$ cat src/rtl/hex_display_ctrl.sv
`default_nettype none
// ============================================================================
//  Module   : hex_display_ctrl
//  Purpose  : Registered multi-digit seven-segment driver with a load-latched
//             shadow word, leading-zero suppression, per-digit blinking from a
//             free-running divider and a global blank.
//  Revision : 1.0 - initial release
// ============================================================================
module hex_display_ctrl #(
  parameter int NUM_DIGITS = 6,
  parameter int BLINK_DIV  = 25000000,
  parameter int ACTIVE_LOW = 1
) (
  input  logic                    clk,
  input  logic                    reset,
  input  logic [4*NUM_DIGITS-1:0] value_in,
  input  logic [NUM_DIGITS-1:0]   blink_mask_in,
  input  logic                    load,
  input  logic                    lz_en,
  input  logic                    enable,
  output logic [7*NUM_DIGITS-1:0] segments_out,
  output logic                    blink_phase
);

  localparam int             CW         = (BLINK_DIV > 1) ? $clog2(BLINK_DIV) : 1;
  localparam logic [CW-1:0]  CNT_MAX    = CW'(BLINK_DIV - 1);
  localparam logic [6:0]     BLANK_CODE = (ACTIVE_LOW != 0) ? 7'h7F : 7'h00;

  logic [4*NUM_DIGITS-1:0] value_q;
  logic [NUM_DIGITS-1:0]   mask_q;
  logic [CW-1:0]           cnt_q, cnt_d;
  logic                    phase_q, phase_d;
  logic [7*NUM_DIGITS-1:0] seg_q, seg_d;
  logic [NUM_DIGITS-1:0]   lz_supp;

  // Active-low hex glyphs, bit order {g,f,e,d,c,b,a}.
  function automatic logic [6:0] decode(input logic [3:0] n);
    logic [6:0] r;
    case (n)
      4'h0: r = 7'b1000000;  4'h1: r = 7'b1111001;
      4'h2: r = 7'b0100100;  4'h3: r = 7'b0110000;
      4'h4: r = 7'b0011001;  4'h5: r = 7'b0010010;
      4'h6: r = 7'b0000010;  4'h7: r = 7'b1111000;
      4'h8: r = 7'b0000000;  4'h9: r = 7'b0011000;
      4'hA: r = 7'b0001000;  4'hB: r = 7'b0000011;
      4'hC: r = 7'b1000110;  4'hD: r = 7'b0100001;
      4'hE: r = 7'b0000110;  default: r = 7'b0001110;
    endcase
    return r;
  endfunction

  // A digit is a leading zero when it and every digit above it are zero;
  // digit 0 always shows so an all-zero word still displays "0".
  assign lz_supp[0] = 1'b0;
  generate
    for (genvar k = 1; k < NUM_DIGITS; k++) begin : g_lz
      assign lz_supp[k] = lz_en && (value_q[4*NUM_DIGITS-1:4*k] == '0);
    end
  endgenerate

  // Blink divider next state: wrap at the terminal count and flip the phase.
  always_comb begin
    cnt_d   = cnt_q + 1'b1;
    phase_d = phase_q;
    if (cnt_q == CNT_MAX) begin
      cnt_d   = '0;
      phase_d = ~phase_q;
    end
  end

  // Per-digit glyph with blank priority enable > blink-off > leading zero.
  always_comb begin
    logic [6:0] code;
    seg_d = '0;
    code  = '0;
    for (int k = 0; k < NUM_DIGITS; k++) begin
      code = decode(value_q[4*k +: 4]);
      if (!enable || (mask_q[k] && phase_q) || lz_supp[k])
        code = 7'h7F;
      seg_d[7*k +: 7] = (ACTIVE_LOW != 0) ? code : ~code;
    end
  end

  // Shadow registers, divider and output register share one clocked block.
  always_ff @(posedge clk) begin
    if (reset) begin
      value_q <= '0;
      mask_q  <= '0;
      cnt_q   <= '0;
      phase_q <= 1'b0;
      seg_q   <= {NUM_DIGITS{BLANK_CODE}};
    end else begin
      if (load) begin
        value_q <= value_in;
        mask_q  <= blink_mask_in;
      end
      cnt_q   <= cnt_d;
      phase_q <= phase_d;
      seg_q   <= seg_d;
    end
  end

  assign segments_out = seg_q;
  assign blink_phase  = phase_q;

endmodule
`default_nettype wire

$ cat config.mk
export PLATFORM = sky130hd
export DESIGN_NAME = hex_display_ctrl
export DESIGN_NICKNAME = d
export VERILOG_FILES = /design/src/rtl/hex_display_ctrl.sv
export SDC_FILE = /design/constraint.sdc
export NUM_CORES = 1
export LEC_CHECK = 0
export CAP_MARGIN = 10
export CELL_PAD_IN_SITES_DETAIL_PLACEMENT = 1
export CELL_PAD_IN_SITES_GLOBAL_PLACEMENT = 1
export CORE_UTILIZATION = 36
export CTS_CLUSTER_DIAMETER = 50
export DETAILED_ROUTE_END_ITERATION = 10
export PLACE_DENSITY_LB_ADDON = 0.1
export SLEW_MARGIN = 20
export SYNTH_ARGS = -nofsm -noshare
export SYNTH_HDL_FRONTEND = slang
export SYNTH_SLANG_ARGS = --single-unit
$ cat constraint.sdc
create_clock -name clk -period 2.1 [get_ports clk]
set_clock_uncertainty 0.2 [all_clocks]
set_input_delay 0.525 -clock clk [delete_from_list [all_inputs] [get_ports clk]]
set_output_delay 0.525 -clock clk [all_outputs]
set_load 0.1 [all_outputs]
After elaboration in Yosys (flattened, before gate mapping). Memories as Yosys holds them, arrays and structs flattened. A register that Yosys moved wholly into a read port is not among the register bits. Index checks and enable logic that the tools add are counted.

Bits in registers: 56. ROM bits: 672. Input bits: 35. Word-level logic and storage cells: 48. Memories kept: 6.

$add $sub $neg: 1. Eq/ne operators: 1. Bitwise operators: 1. Reductions and logical operators: 35.

Memory list: (name not given) (depth 16, bits a word 7, rd ports 1, clocked after Yosys merged registers in 1, wr ports 0, line 39) `case (n)`; (name not given) (depth 16, bits a word 7, rd ports 1, clocked after Yosys merged registers in 1, wr ports 0, line 39); (name not given) (depth 16, bits a word 7, rd ports 1, clocked after Yosys merged registers in 1, wr ports 0, line 39); (name not given) (depth 16, bits a word 7, rd ports 1, clocked after Yosys merged registers in 1, wr ports 0, line 39); (name not given) (depth 16, bits a word 7, rd ports 1, clocked after Yosys merged registers in 1, wr ports 0, line 39); (name not given) (depth 16, bits a word 7, rd ports 1, clocked after Yosys merged registers in 1, wr ports 0, line 39).

Operators with widths (count): 25-bit by 1-bit adder with 25-bit output, second input constant (1); 25-bit equality test, second input constant (1); 20-bit logical NOT (1); 16-bit logical NOT (1); 2-bit OR reduction (7); 12-bit logical NOT (1); 1-bit logical AND (11); 1-bit logical OR (11); 8-bit logical NOT (1); 4-bit logical NOT (1); 1-bit logical NOT (1); 1-bit NOT (1).

Logic depth before layout (Yosys ltp).
Depth in word-level cells: 4. Gate-level depth with buffers: 7.

Least setup slack after synthesis. Ideal clock, no wire load.

Kind: register to register. Start point: register value_q[20]. End point: register seg_q[24], in the netlist segments_out[24]. Setup time: 171 ps. Arrival: 1719 ps. Data required time: 1729 ps. Path slack: 10 ps. Cell stages (with the launch flop): 7. Buffers on the path: 0. Path through: dfxtp_1 > inv_1 > ha_1 > nor4bb_1 > and2_1 > a221oi_1 > o311ai_0.

Longest elaborated chain between the ends: 4.

Ends and longest elaborated chain: from (decl) (line 29) `logic [4*NUM_DIGITS-1:0] value_q;`; from (signal assigned) (line 94) `value_q <= value_in;`; 12-bit logical NOT (line 57) `assign lz_supp[k] = lz_en && (value_q[4*NUM_DIGITS-1:4*k] == '0);`; 1-bit logical AND (line 57); 1-bit logical OR (line 78) `if (!enable || (mask_q[k] && phase_q) || lz_supp[k])`; 2-bit OR reduction (no source line); to (decl) (line 33) `logic [7*NUM_DIGITS-1:0] seg_q, seg_d;`.

No other way between the ends. A chain may end at the register's enable or synchronous reset.

Worst setup path after layout.
Start point: register cnt_q[14]. End point: register cnt_q[19].

Longest elaborated chain between the ends: 2. Elaborated cells on any way between the ends: 3.

Ends and longest elaborated chain: from (decl) (line 31) `logic [CW-1:0] cnt_q, cnt_d;`; from (signal assigned) (line 97) `cnt_q <= cnt_d;`; branches (longest 2 deep; another with 25-bit by 1-bit adder with 25-bit output).

Several ways; the timed one is not identified.

==> flow_summary_export.csv <==
group,metric,value,unit
logic_synthesis,synth.area.top_cells,"dfxtp_1 (43%), mux2i_1 (7.3%), ha_1 (7.2%)",
place,gp_congestion,0.8277,
sta,drv_slew,0,
place,place_ws,-261.1,ps
run_status,status,"finished, final reports clean",
detailed_routing,drtIter0Drc,113,
logic_synthesis,yosys_warnings,0,
grt,grt_max_degree,25,
worst_setup_path,cp_max_fo,8,
worst_setup_path,r2r_start,"cnt_q[14]$_SDFF_PP0_",
cts,h-tree-depth,3,
sta,worstMarginPinSlew,522.9,ps
worst_setup_path,critPathCaptureType,"flip-flop",
die,coreArea,12160,um^2
worst_setup_path,crit_end,"cnt_q[19]$_SDFF_PP0_",
sta,relSlewSlack,0.6509,
logic_synthesis,synthSimpleGateAreaFrac,0.2063,
logic_synthesis,yosys.area.top_type,"dfxtp_1",
worst_setup_path,crit_chain,"nand4_1 > or4_4 > or3_1 > a21oi_1",
logic_synthesis,synth.top_cell.area_share,0.4324,
cts,cts_sinks,98,
pwr,p_total,4.730,mW
worst_setup_path,reg2reg_depth,4,
grt,grt.met1_usage,0.2441,
grt,grtUsageTotal,0.1990,
sta,period_share,0.9577,
grt,use_met2,0.3434,
final_layout,stdcell_area,6515,um^2
detailed_routing,drc,0,
grt,grtUsageMet3,0.03441,
logic_synthesis,syn_avg_cell_area,8.913,um^2
grt,top_usage_layer,"met2",
cts,cts_made_buffers,9,
worst_setup_path,regToRegSetupSlack,90,ps
detailed_routing,vias_per_cell,5.108,
die,die_x,114.3,um
detailed_routing,vias,4005,
cts,postCtsSetupRepairBufs,0,
place,place_hpwl,8951,um
sta,rsz0062_at_grt,"yes",
grt,grt_antenna_before_repair,0,
place,postPlaceCellArea,6166,um^2
worst_setup_path,critical_path_class,"flip-flop to flip-flop",
cts,path_clk_slew,60,ps
final_layout,layout-drive-gt1-share,0.1948,
worst_setup_path,required,2180,ps
cts,tritoncts,"built",
final_layout,diodes,0,
logic_synthesis,seq_area_frac_synth,0.4324,
final_layout,area_growth,43.60,%
place,io_buffers,77,
logic_synthesis,synth-async-reset-ratio,0,
worst_setup_path,cp.buffers_inverters,0,
die,start_util,0.3730,
logic_synthesis,synthDistinctLibCells,38,
logic_synthesis,synth-seq-cells,98,
logic_synthesis,yosys.area_share.adder,0.07170,
final_layout,nets,673,
worst_setup_path,crit_family,"simple AND/OR/NAND/NOR gates",
sta,layout_setup_ws,88.77,ps
logic_synthesis,synth_nets,570,
sta,fin_hold_ws,294.9,ps
detailed_routing,firstDrtPassIters,4,
logic_synthesis,muxShareOfSynthArea,0.07777,
final_layout,fin_util,0.5357,
die,io_pins,78,
pwr,p_leak,2.580,nW
grt,grt_pass1_wl,20210,um
die,row_count,40,
worst_setup_path,startpoint,"cnt_q[14]$_SDFF_PP0_",
pwr,irDropWorstVdd,0.3623,mV
detailed_routing,post_drt_wl_per_cell,15.46,um
min_path,min_path_type,"flip-flop to flip-flop",
sta,clock.fmax,497.2,MHz
logic_synthesis,synthFlopType,"dfxtp_1",
job,drv_cap,0,
pwr,powerDensity,726.1,nW/um^2
sta,hold_violations,0,
sta,finalSetupViolCount,0,
logic_synthesis,syn_inst,509,
worst_setup_path,critPathLaunchType,"flip-flop",
sta,min_period,2011,ps
worst_setup_path,worst-path-stages,4,
logic_synthesis,synth_compound_area_frac,0.1478,
logic_synthesis,syn-cell-area,4537,um^2
cts,clock_latency,350,ps
detailed_routing,ant_nets,0,
cts,clockBufferDepth,2,
worst_setup_path,cp_slowest_cell,"or4_4",
detailed_routing,wirelength,12120,um
grt,grt_pass1_vias,4157,
logic_synthesis,synth_enable_flop_cells,0,
logic_synthesis,synth_top_family_by_area,"simple AND/OR/NAND/NOR gates",
worst_setup_path,worstPathArrival,2090,ps
grt,globalRoute.totalOverflow,0,
logic_synthesis,synth_xor_xnor_area_share,0.02317,
worst_setup_path,reg2reg_to,"cnt_q[19]$_SDFF_PP0_",
cts,cts_root_buf,"clkbuf_16",
die,die_h,114.3,um
worst_setup_path,cpPeakStageDelay,660,ps
die,fp.dieArea,13060,um^2
cells in the mapped netlist (3+ instances only):
| cell | number |
|---|---|
| dfxtp_1 | 98 |
| nor2_1 | 65 |
| nand2_1 | 38 |
| mux2i_1 | 33 |
| ha_1 | 26 |
| a21oi_1 | 24 |
| inv_1 | 24 |
| clkbuf_1 | 22 |
| o21ai_0 | 22 |
| o311ai_0 | 21 |
| o211ai_1 | 20 |
| nand3_1 | 15 |
| or3_1 | 14 |
| nor2b_1 | 11 |
| nand2b_1 | 10 |
| xnor2_1 | 10 |
| a21o_1 | 7 |
| nand4_1 | 6 |
| or4_1 | 5 |
| and3_1 | 4 |
| nand3b_1 | 3 |
| nor3_1 | 3 |
| nor3b_1 | 3 |
what timing repair did:
item,4_1_cts,5_1_grt
hold buffers,0,0
resized for setup,2,19
cloned,0,1
pin swaps,0,3
setup endpoints to repair,1,19
worst min-delay path, stage by stage (launching register included):
cell     delay [ps]
dfxtp_1         320
o31ai_1          80
a21oi_2          50
cells in the final DEF (no fill, tap or decap), drive strengths merged, types with 17 or more instances in the layout:
cell,n
a21oi,24
buf,83
clkdlybuf4s50,33
dfxtp,98
ha,26
inv,24
mux2i,33
nand2,38
nand3,17
nor2,65
o211ai,20
o21ai,22
o311ai,21
worst min-delay path by stage:
stage                                     from              endpoint  cells past startpoint
after global placement    cnt_q[24]$_SDFF_PP0_  cnt_q[24]$_SDFF_PP0_                      2
after floorplan            cnt_q[0]$_SDFF_PP0_   cnt_q[0]$_SDFF_PP0_                      1
after CTS                 cnt_q[24]$_SDFF_PP0_  cnt_q[24]$_SDFF_PP0_                      2
final                     cnt_q[24]$_SDFF_PP0_  cnt_q[24]$_SDFF_PP0_                      2
after detailed placement  cnt_q[24]$_SDFF_PP0_  cnt_q[24]$_SDFF_PP0_                      2
after global routing      cnt_q[24]$_SDFF_PP0_  cnt_q[24]$_SDFF_PP0_                      2
routing by layer:
layer / part of all wire / up-vias
met1: 0.45 / 1940
met4: 0.017 / 0
met5: 0 / -
met2: 0.51 / 50
met3: 0.026 / 14
li1: - / 2001
registers in the layout (all words and copies together), names as in the netlist:
signal / cells
segments_out: 42
cnt_q: 25
value_q: 24
mask_q: 6
blink_phase: 1
power by group:
| group | internal, mW | switching, mW | total (mW) | leakage [nW] |
|---|---|---|---|---|
| sequential | 1.96 | 0.0945 | 2.05 | 0.809 |
| clock | 0.856 | 0.699 | 1.55 | 0.138 |
| combinational | 0.446 | 0.680 | 1.13 | 1.63 |
area by class of cell:
class                           count  area, um^2
Clock inverter                      3       15.01
Timing Repair Buffer              116        1514
Sequential cell                    98        1969
Clock buffer                       12       256.5
Tap cell                          168       210.2
Inverter                           24       90.09
Fill cell                        1405        5647
Multi-Input combinational cell    363        2460
per-stage QoR:
stage                     std cells  setup TNS [ps]
after floorplan                 509               0
after global placement          768           -5526
after detailed placement        768           -5735
after CTS                       783               0
after global routing            784          -56.44
final                           784               0
cell families (layout without fill, tap and decap cells):
logic type / Yosys count / count (layout)
adder cells (fa/ha/maj): 26 / 26
flip-flops: 98 / 98
XOR/XNOR: 12 / 12
AO/OA/AOI/OAI: 101 / 101
AND/OR/NAND/NOR: 188 / 189
multiplexers: 35 / 35
buffers and inverters: 49 / 155
(Power assumes the default switching activity.)
